[config.mk]
export PLATFORM = sky130hd
export DESIGN_NAME = qed_encoder
export DESIGN_NICKNAME = d
export VERILOG_FILES = /design/src/rtl/qed_encoder.sv
export SDC_FILE = /design/constraint.sdc
export NUM_CORES = 1
export LEC_CHECK = 0
export ABC_AREA = 1
export BUFFER_PORTS_ARGS = -buffer_cell sky130_fd_sc_hd__buf_2
export CAP_MARGIN = 5
export CORE_MARGIN = 10
export CORE_UTILIZATION = 40
export CTS_CLUSTER_DIAMETER = 80
export DETAILED_ROUTE_END_ITERATION = 10
export HOLD_SLACK_MARGIN = 0.15
export MAX_ROUTING_LAYER = met4
export PLACE_DENSITY = 0.65
export SLEW_MARGIN = 20
export SYNTH_ARGS = -nofsm -noshare
export SYNTH_HDL_FRONTEND = slang
export SYNTH_SLANG_ARGS = --single-unit
export TNS_END_PERCENT = 10
[constraint.sdc]
create_clock -name clk -period 3.5 [get_ports clk]
set_clock_uncertainty 0.15 [all_clocks]
set_input_delay 0.35 -clock clk [delete_from_list [all_inputs] [get_ports clk]]
set_output_delay 0.35 -clock clk [all_outputs]
set_load 0.005 [all_outputs]
[src/rtl/qed_encoder.sv]
// qed_encoder: splits each fetched instruction into RISC-V register fields and
// emits the original followed by a copy remapped into the x16-x31 half.
module qed_encoder #(
  parameter int unsigned CNT_W = 16
) (
  input  logic             clk,
  input  logic             rst,
  input  logic             qed_enable,
  input  logic             in_valid,
  output logic             in_ready,
  input  logic [31:0]      in_instruction,
  output logic             out_valid,
  input  logic             out_ready,
  output logic [31:0]      out_instruction,
  output logic             out_is_dup,
  output logic             illegal_seen,
  output logic [CNT_W-1:0] orig_count,
  output logic [CNT_W-1:0] dup_count
);

  localparam logic [31:0] NOP      = 32'h0000_0013;
  localparam logic [6:0]  OP_R     = 7'b0110011;
  localparam logic [6:0]  OP_I     = 7'b0010011;
  localparam logic [6:0]  OP_LW    = 7'b0000011;
  localparam logic [6:0]  OP_SW    = 7'b0100011;
  localparam logic [6:0]  OP_LUI   = 7'b0110111;
  localparam logic [6:0]  OP_AUIPC = 7'b0010111;

  typedef enum logic {S_PASS, S_DUP} state_t;

  state_t      r_state;
  logic [31:0] r_dup_buf;
  logic        r_paired;

  logic        w_use_rd;
  logic        w_use_rs1;
  logic        w_use_rs2;
  logic        w_dupable;
  logic        w_illegal;
  logic [31:0] w_dup;
  logic        w_fire;
  logic        w_slot_free;
  logic        w_accept;

  // Which register fields the incoming opcode actually uses
  always_comb begin
    w_use_rd  = 1'b0;
    w_use_rs1 = 1'b0;
    w_use_rs2 = 1'b0;
    w_dupable = 1'b1;
    case (in_instruction[6:0])
      OP_R:             begin w_use_rd = 1'b1; w_use_rs1 = 1'b1; w_use_rs2 = 1'b1; end
      OP_I, OP_LW:      begin w_use_rd = 1'b1; w_use_rs1 = 1'b1; end
      OP_SW:            begin w_use_rs1 = 1'b1; w_use_rs2 = 1'b1; end
      OP_LUI, OP_AUIPC: begin w_use_rd = 1'b1; end
      default:          w_dupable = 1'b0;
    endcase
  end

  // Originals may only touch x0-x15; bit 4 of a used field marks a violation
  assign w_illegal = w_dupable && ((w_use_rd  && in_instruction[11]) ||
                                   (w_use_rs1 && in_instruction[19]) ||
                                   (w_use_rs2 && in_instruction[24]));

  // Duplicate: move every nonzero used register into the upper half
  always_comb begin
    w_dup = in_instruction;
    if (w_use_rd  && (in_instruction[11:7]  != 5'd0)) w_dup[11] = 1'b1;
    if (w_use_rs1 && (in_instruction[19:15] != 5'd0)) w_dup[19] = 1'b1;
    if (w_use_rs2 && (in_instruction[24:20] != 5'd0)) w_dup[24] = 1'b1;
  end

  assign w_fire      = out_valid && out_ready;
  assign w_slot_free = !out_valid || out_ready;
  assign in_ready    = (r_state == S_PASS) && w_slot_free;
  assign w_accept    = in_valid && in_ready;

  // Control FSM, output register, sticky flag and fire counters
  always_ff @(posedge clk or posedge rst) begin
    if (rst) begin
      r_state         <= S_PASS;
      r_dup_buf       <= 32'h0;
      r_paired        <= 1'b0;
      out_valid       <= 1'b0;
      out_instruction <= NOP;
      out_is_dup      <= 1'b0;
      illegal_seen    <= 1'b0;
      orig_count      <= '0;
      dup_count       <= '0;
    end else begin
      if (w_fire && r_paired)   orig_count <= orig_count + CNT_W'(1);
      if (w_fire && out_is_dup) dup_count  <= dup_count + CNT_W'(1);

      case (r_state)
        S_PASS: begin
          if (w_accept) begin
            out_valid       <= 1'b1;
            out_is_dup      <= 1'b0;
            out_instruction <= w_illegal ? NOP : in_instruction;
            r_paired        <= 1'b0;
            if (w_illegal) illegal_seen <= 1'b1;
            if (qed_enable && w_dupable && !w_illegal) begin
              r_dup_buf <= w_dup;
              r_paired  <= 1'b1;
              r_state   <= S_DUP;
            end
          end else if (w_fire) begin
            out_valid <= 1'b0;
          end
        end
        S_DUP: begin
          if (w_slot_free) begin
            out_valid       <= 1'b1;
            out_is_dup      <= 1'b1;
            out_instruction <= r_dup_buf;
            r_paired        <= 1'b0;
            r_state         <= S_PASS;
          end
        end
        default: r_state <= S_PASS;
      endcase
    end
  end

endmodule

==> results of run 1 <==
-- kinds of logic after synthesis --
kind of cell / Yosys count / share of synthesized area (%)
buffers and inverters: 100 / 8.31
DFF: 101 / 51.7
and+or+nand+nor: 251 / 23.6
adders and majority gates: 2 / 0.511
AOI/OAI and AO/OA: 97 / 11.7
xor gates and xnor gates: 23 / 4.12
-- routing by layer --
| metal | wire [um] | share of wire [%] | vias up |
|---|---|---|---|
| met5 | 0 | 0 | - |
| met3 | 709 | 5.8 | 14 |
| met4 | 172 | 1.4 | 0 |
| met2 | 5880 | 48 | 87 |
| li1 | - | - | 2063 |
| met1 | 5480 | 45 | 1905 |
-- power groups by stage --
| stage | Sequential, W | Combinational (W) | Clock (W) |
|---|---|---|---|
| 4_1_cts | 0.00139 | 0.000441 | 0.000958 |
| 2_1_floorplan | 0.00140 | 0.000233 | 0 |
| 6_report | 0.00139 | 0.000429 | 0.000926 |
| 3_3_place_gp | 0.00140 | 0.000407 | 0 |
| 5_1_grt | 0.00141 | 0.000497 | 0.00100 |
| 3_5_place_dp | 0.00141 | 0.000417 | 0 |
-- final cells by class --
class,count,area (sq um),share of cell area [%]
clock buffers,12,256,4.25
clock inverters,2,10.0,0.166
inverters,75,289,4.79
multi-input cells,373,1960,32.5
flip-flops and latches,101,2530,41.9
well taps,147,184,3.05
repair buffers,133,801,13.3
-- critical path, cell delays in order --
cell,delay (ps)
dlygate4sd3_1,550
buf_2,140
nor2_2,200
o211ai_1,120
nor2_1,270
nand3_4,500
o21ai_0,350
-- final timing paths --
check / from / to / slack, ps / cells after the start
min in group asynchronous: rst / orig_count[4]$_DFFE_PP0P_ / 550 / 3
max in group asynchronous: rst / r_dup_buf[18]$_DFFE_PP0P_ / 1910 / 4
hold / removal: in_instruction[27] / r_dup_buf[27]$_DFFE_PP0P_ / 150 / 3
hold reg to reg: r_dup_buf[6]$_DFFE_PP0P_ / r_dup_buf[6]$_DFFE_PP0P_ / 320 / 2
setup / recovery: in_instruction[3] / r_dup_buf[23]$_DFFE_PP0P_ / 1100 / 7
setup reg to reg: out_valid$_DFFE_PP0P_ / r_dup_buf[23]$_DFFE_PP0P_ / 1440 / 5
-- metrics by stage --
step / setup WS [ps] / instance area [sq um]
2_1_floorplan: 358 / 4890
3_3_place_gp: 1020 / 5510
3_5_place_dp: 912 / 5510
4_1_cts: 720 / 6020
5_1_grt: 812 / 6040
6_report: 1100 / 6040
-- repair_timing --
action | in CTS | in global routing
hold buffers | 24 | 1
setup endpoints to repair | 0 | 0
endpoints found under the hold margin | 24 | 79
-- synth_stat cells, types with 4 or more instances --
cell / count
a21boi_1: 27
or2_1: 18
dfrtp_1: 98
inv_2: 4
nor3_1: 4
nand2_1: 101
a21oi_1: 4
o21ai_1: 14
xnor2_1: 5
xor2_1: 18
nor2_1: 56
o21ai_0: 45
inv_1: 70
nand3_1: 37
clkbuf_1: 13
nand4_1: 10
buf_2: 8
or2_0: 10
-- registers in the layout (all words and copies together), names as in the netlist --
register and count:
out_instruction 32, r_dup_buf 32, dup_count 16, orig_count 16, illegal_seen 1, out_is_dup 1, out_valid 1, r_paired 1
r_state 1
==> flow_summary.toml, run 1 <==
[clock_tree]
clockRootBuffer = "clkbuf_16"
clk_path_buf_depth = 2
ctsResizeCount = 0
cts_buffers = 9
insertion_delay_ps = 340
clk_pin_slew_worst_paths_ps = 60
postCtsSetupBuffers = 0
clock_sinks = 101
htree_levels = 3
cts_tree = "yes"

[cells_and_area]
final_common_cell = "buf_2"
layout_common_cells = "buf_2 (104), nand2_1 (101), dfrtp_1 (98)"
fill_cells = 1158
antenna_cells = 0
drive_above_1_share_pct = 20.4
syn_to_final_growth_pct = 23.3
utilization_pct = 50.2
nets = 732
final_cells = 843

[die]
rows = 40
design.die.area_sq_um = 17100
initial_core_util_pct = 40.7
die_w_um = 131
core-area_sq_um = 12000
die_h_um = 131
pin_count = 105

[routing]
wl_um = 12200
vias_per_cell = 4.83
wl_per_cell_um = 14.5
drt_iter0_markers = 286
firstDrtPassIters = 5
postRouteAntennaNets = 0
drc = 0
vias = 4069

[power]
p_seq_share_pct = 50.6
switchingPower_w = 0.000718
pwr_density_cell_nw_per_um2 = 455
intPower_w = 0.00203
p_sw_share_pct = 26.2
ir_drop_uv = 190
combPwrFrac_pct = 15.6
leakage_nw = 3.22
power_frac_clock_pct = 33.7
power.total_w = 0.00275

[sta]
hold_viol_final = 0
worstMarginPinSlew_ps = 857
fin_crit_sh_pct = 68.6
drv_slew = 0
rsz0062_at_grt = "false"
period_minus_slack_ps = 2400
whs_ps = 154
finalSetupTns_ps = 0
finalSetupViolCount = 0
max_freq_ghz = 0.417
relSlewSlack_pct = 42.8

[yosys]
synth_fp_nets = 613
netlist_area_sq_um = 4890
ys.flop_type = "dfrtp_1"
yosysTopAreaCell = "dfrtp_1"
netlist_instances = 574
ys_top_cells_by_area = "dfrtp_1 (50%), nand2_1 (7.7%), inv_1 (5.4%)"
synth_cell_types = 36
async_reset_ff_share_pct = 100
synth_edf_count = 0
postSynthRegisterBits = 101
yosysWarnings = 0
syn_area_per_cell_sq_um = 8.53
synth_top_area_share_pct = 50.1
seq_area_frac_synth_pct = 51.7

[worst_hold_path]
hold_path.class = "input pin to flop"

[grt]
grt.busiest_layer = "met2"
grt_pass1_vias = 4049
grt_overflow_total = 0
grt_use_met3_pct = 3.06
grt_usage_pct = 15.2
grt_pass1_wl_um = 20000
grt_max_degree = 84
grt_use_met1_pct = 18.8
antenna_found_initial = 0
grt_use_met2_pct = 24.1

[worst_setup_path]
cp-start-kind = "input pin"
end_kind = "flop"
critical_path_class = "input pin to flop"
crit_fanout = 60
cp.required_ps = 3600
arrival_ps = 2500

[place]
routabilityCongestion = 0.840
numPlacedInstances = 804
portBuffers = 104
dp_hpwl_um = 8350

[run]
drv_cap = 0

[status]
status = "finished clean"
Power figures use the tool's default switching activity.
==> inputs of run 2 (changes only) <==
--- a/config.mk
+++ b/config.mk
@@ -5,7 +5,7 @@
 export SDC_FILE = /design/constraint.sdc
 export NUM_CORES = 1
 export LEC_CHECK = 0
-export ABC_AREA = 1
+export ABC_AREA = 0
 export BUFFER_PORTS_ARGS = -buffer_cell sky130_fd_sc_hd__buf_2
 export CAP_MARGIN = 5
 export CORE_MARGIN = 10
@@ -14,7 +14,7 @@
 export DETAILED_ROUTE_END_ITERATION = 10
 export HOLD_SLACK_MARGIN = 0.15
 export MAX_ROUTING_LAYER = met4
-export PLACE_DENSITY = 0.65
+export PLACE_DENSITY = 0.68
 export SLEW_MARGIN = 20
 export SYNTH_ARGS = -nofsm -noshare
 export SYNTH_HDL_FRONTEND = slang
==> constraint.sdc (replaced) <==
create_clock -name clk -period 2.19 [get_ports clk]
set_clock_uncertainty 0.15 [all_clocks]
set_input_delay 0.219 -clock clk [delete_from_list [all_inputs] [get_ports clk]]
set_output_delay 0.219 -clock clk [all_outputs]
set_load 0.005 [all_outputs]
==> flow_summary.toml, run 2 <==
[power]
power_frac_clock_pct = 31.6
leakage_nw = 2.90
switchingPower_w = 0.00102
intPower_w = 0.00283
pwr_density_cell_nw_per_um2 = 680
p_seq_share_pct = 54.8
p_sw_share_pct = 26.6
combPwrFrac_pct = 13.6
ir_drop_uv = 510

[die]
die_h_um = 124
initial_core_util_pct = 41.4
core-area_sq_um = 10400
rows = 37
design.die.area_sq_um = 15300
pin_count = 105
die_w_um = 124

[worst_hold_path]
hp-start = "orig_count[15]$_DFFE_PP0P_"
hold_path.class = "flop to flop"
worstHoldEndpoint = "orig_count[15]$_DFFE_PP0P_"
hold_depth = 1

[yosys]
netlist_instances = 351
ys_top_cells_by_area = "dfrtp_1 (57%), mux2_2 (6.5%), a221o_1 (5.8%)"
netlist_area_sq_um = 4310
ys_top_cells_by_count = "dfrtp_1 (98), and3_1 (27), a221o_1 (25), mux2_2 (25), nand2_1 (24)"
seq_area_frac_synth_pct = 58.8
postSynthRegisterBits = 101
ys.flop_type = "dfrtp_1"
async_reset_ff_share_pct = 100
yosysTopAreaCell = "dfrtp_1"
yosysWarnings = 0
synth_edf_count = 0
syn_area_per_cell_sq_um = 12.3
synth_cell_types = 42
synth_top_area_share_pct = 56.9
synth_fp_nets = 390
yosysMostFrequentCell = "dfrtp_1"

[sta]
worstMarginPinSlew_ps = 505
drv_slew = 0
setup_ws_ps = 77.2
period_minus_slack_ps = 2110
hold_viol_final = 0
relSlewSlack_pct = 66.2
fin_crit_sh_pct = 96.5
max_freq_ghz = 0.473
finalSetupViolCount = 0

[worst_setup_path]
arrival_ps = 2220
cp-start-kind = "input pin"
rr_startpoint = "r_state$_DFF_PP0_"
reg2reg_to = "r_dup_buf[16]$_DFFE_PP0P_"
critical_path_class = "input pin to flop"
crit_fanout = 13
cp.required_ps = 2300
reg2reg_depth = 6
r2r_setup_slack_ps = 290
end_kind = "flop"

[routing]
wl_um = 11400
firstDrtPassIters = 4
vias_per_cell = 5.31
drt_iter0_markers = 218
wl_per_cell_um = 17.7
postRouteAntennaNets = 0
vias = 3421
drc = 0

[status]
status = "finished clean"

[place]
dpl_cell_area_sq_um = 5070
dp_hpwl_um = 7710
routabilityCongestion = 0.807
pre_cts_slack_ps = 228
portBuffers = 104

[cells_and_area]
fill_cells = 923
nets = 542
syn_to_final_growth_pct = 31.5
postLayoutCellArea_sq_um = 5660
antenna_cells = 0
reg.largest.list = "out_instruction (32), r_dup_buf (32)"
final_common_cell = "buf_2"
layout_common_cells = "buf_2 (104), dfrtp_1 (98), dlygate4sd3_1 (35)"
drive_above_1_share_pct = 34.6

[clock_tree]
htree_levels = 3
cts_buffers = 9
clk_path_buf_depth = 2
cts_tree = "yes"
clockRootBuffer = "clkbuf_8"
clock_sinks = 101
clk_pin_slew_worst_paths_ps = 100
insertion_delay_ps = 370

[grt]
antenna_found_initial = 0
grt_overflow_total = 0
grt_usage_pct = 15.0
grt_pass1_wl_um = 18000
grt_max_degree = 70
grt_pass1_vias = 3525

[run]
drv_cap = 0
run 2: repair_timing:
item	4_1_cts	5_1_grt
buffers inserted	0	2
resized for setup	0	1
setup endpoints to repair	0	24
hold buffers	35	0
endpoints found under the hold margin	164	0
run 2: final cells by class:
| cell class | count | area [sq um] | area share, % |
|---|---|---|---|
| multi-input combinational | 227 | 1670 | 29.5 |
| clock inverter | 7 | 72.6 | 1.28 |
| tap | 136 | 170 | 3.00 |
| inverter | 9 | 37.5 | 0.663 |
| clock buffer | 9 | 124 | 2.19 |
| sequential | 101 | 2530 | 44.7 |
| timing repair buffer | 155 | 1060 | 18.7 |
run 2: cell families after synthesis:
logic type	after synthesis	synth area share, %
buffers and inverters	23	2.70
muxes	28	7.23
DFF	101	58.8
adders and majority gates	2	0.581
and+or+nand+nor	116	14.9
xor gates and xnor gates	30	6.10
AOI/OAI and AO/OA	51	9.73
run 2: worst max path at each step:
stage	start	to	slack, ps	cells after the start
after CTS	in_instruction[4]	r_dup_buf[22]$_DFFE_PP0P_	60	7
final	in_instruction[4]	r_dup_buf[16]$_DFFE_PP0P_	80	8
after detailed placement	in_instruction[4]	r_dup_buf[9]$_DFFE_PP0P_	230	6
after global routing	in_instruction[4]	r_dup_buf[22]$_DFFE_PP0P_	-2	8
after global placement	in_instruction[4]	r_dup_buf[23]$_DFFE_PP0P_	300	6
after floorplan	r_state$_DFF_PP0_	r_dup_buf[10]$_DFFE_PP0P_	190	5
run 2: metrics by stage:
step           std cells  utilization (%)  hold slack, ps  TNS, ps  total power [W]
2_1_floorplan        351                -             159        0          0.00237
3_3_place_gp         590             48.7             209        0          0.00261
3_5_place_dp         590             48.7             214        0          0.00263
4_1_cts              641             53.9             324        0          0.00390
5_1_grt              644             54.4             358    -1.67          0.00404
6_report             644             54.4             325        0          0.00385
run 2: routing by layer:
metal | GRT usage (%) | vias up | wire (um)
li1 | - | 1596 | -
met1 | 18.8 | 1708 | 5050
met2 | 23.4 | 104 | 5350
met5 | - | - | 0
met3 | 3.98 | 13 | 859
met4 | 4.29 | 0 | 139
run 2: power groups by stage:
stage / Clock [W] / Sequential (W) / Combinational [W]
after floorplan: 0 / 0.00214 / 0.000232
after global placement: 0 / 0.00214 / 0.000467
after detailed placement: 0 / 0.00214 / 0.000485
after CTS: 0.00125 / 0.00211 / 0.000535
after global routing: 0.00133 / 0.00213 / 0.000582
final: 0.00122 / 0.00211 / 0.000525
run 2: worst max-delay path, cell delays in order:
cell and delay (ps):
dlygate4sd3_1 540, buf_2 150, o21bai_1 190, o2bb2ai_2 180, nor4_4 280, buf_4 160, clkbuf_16 170, mux2_2 330
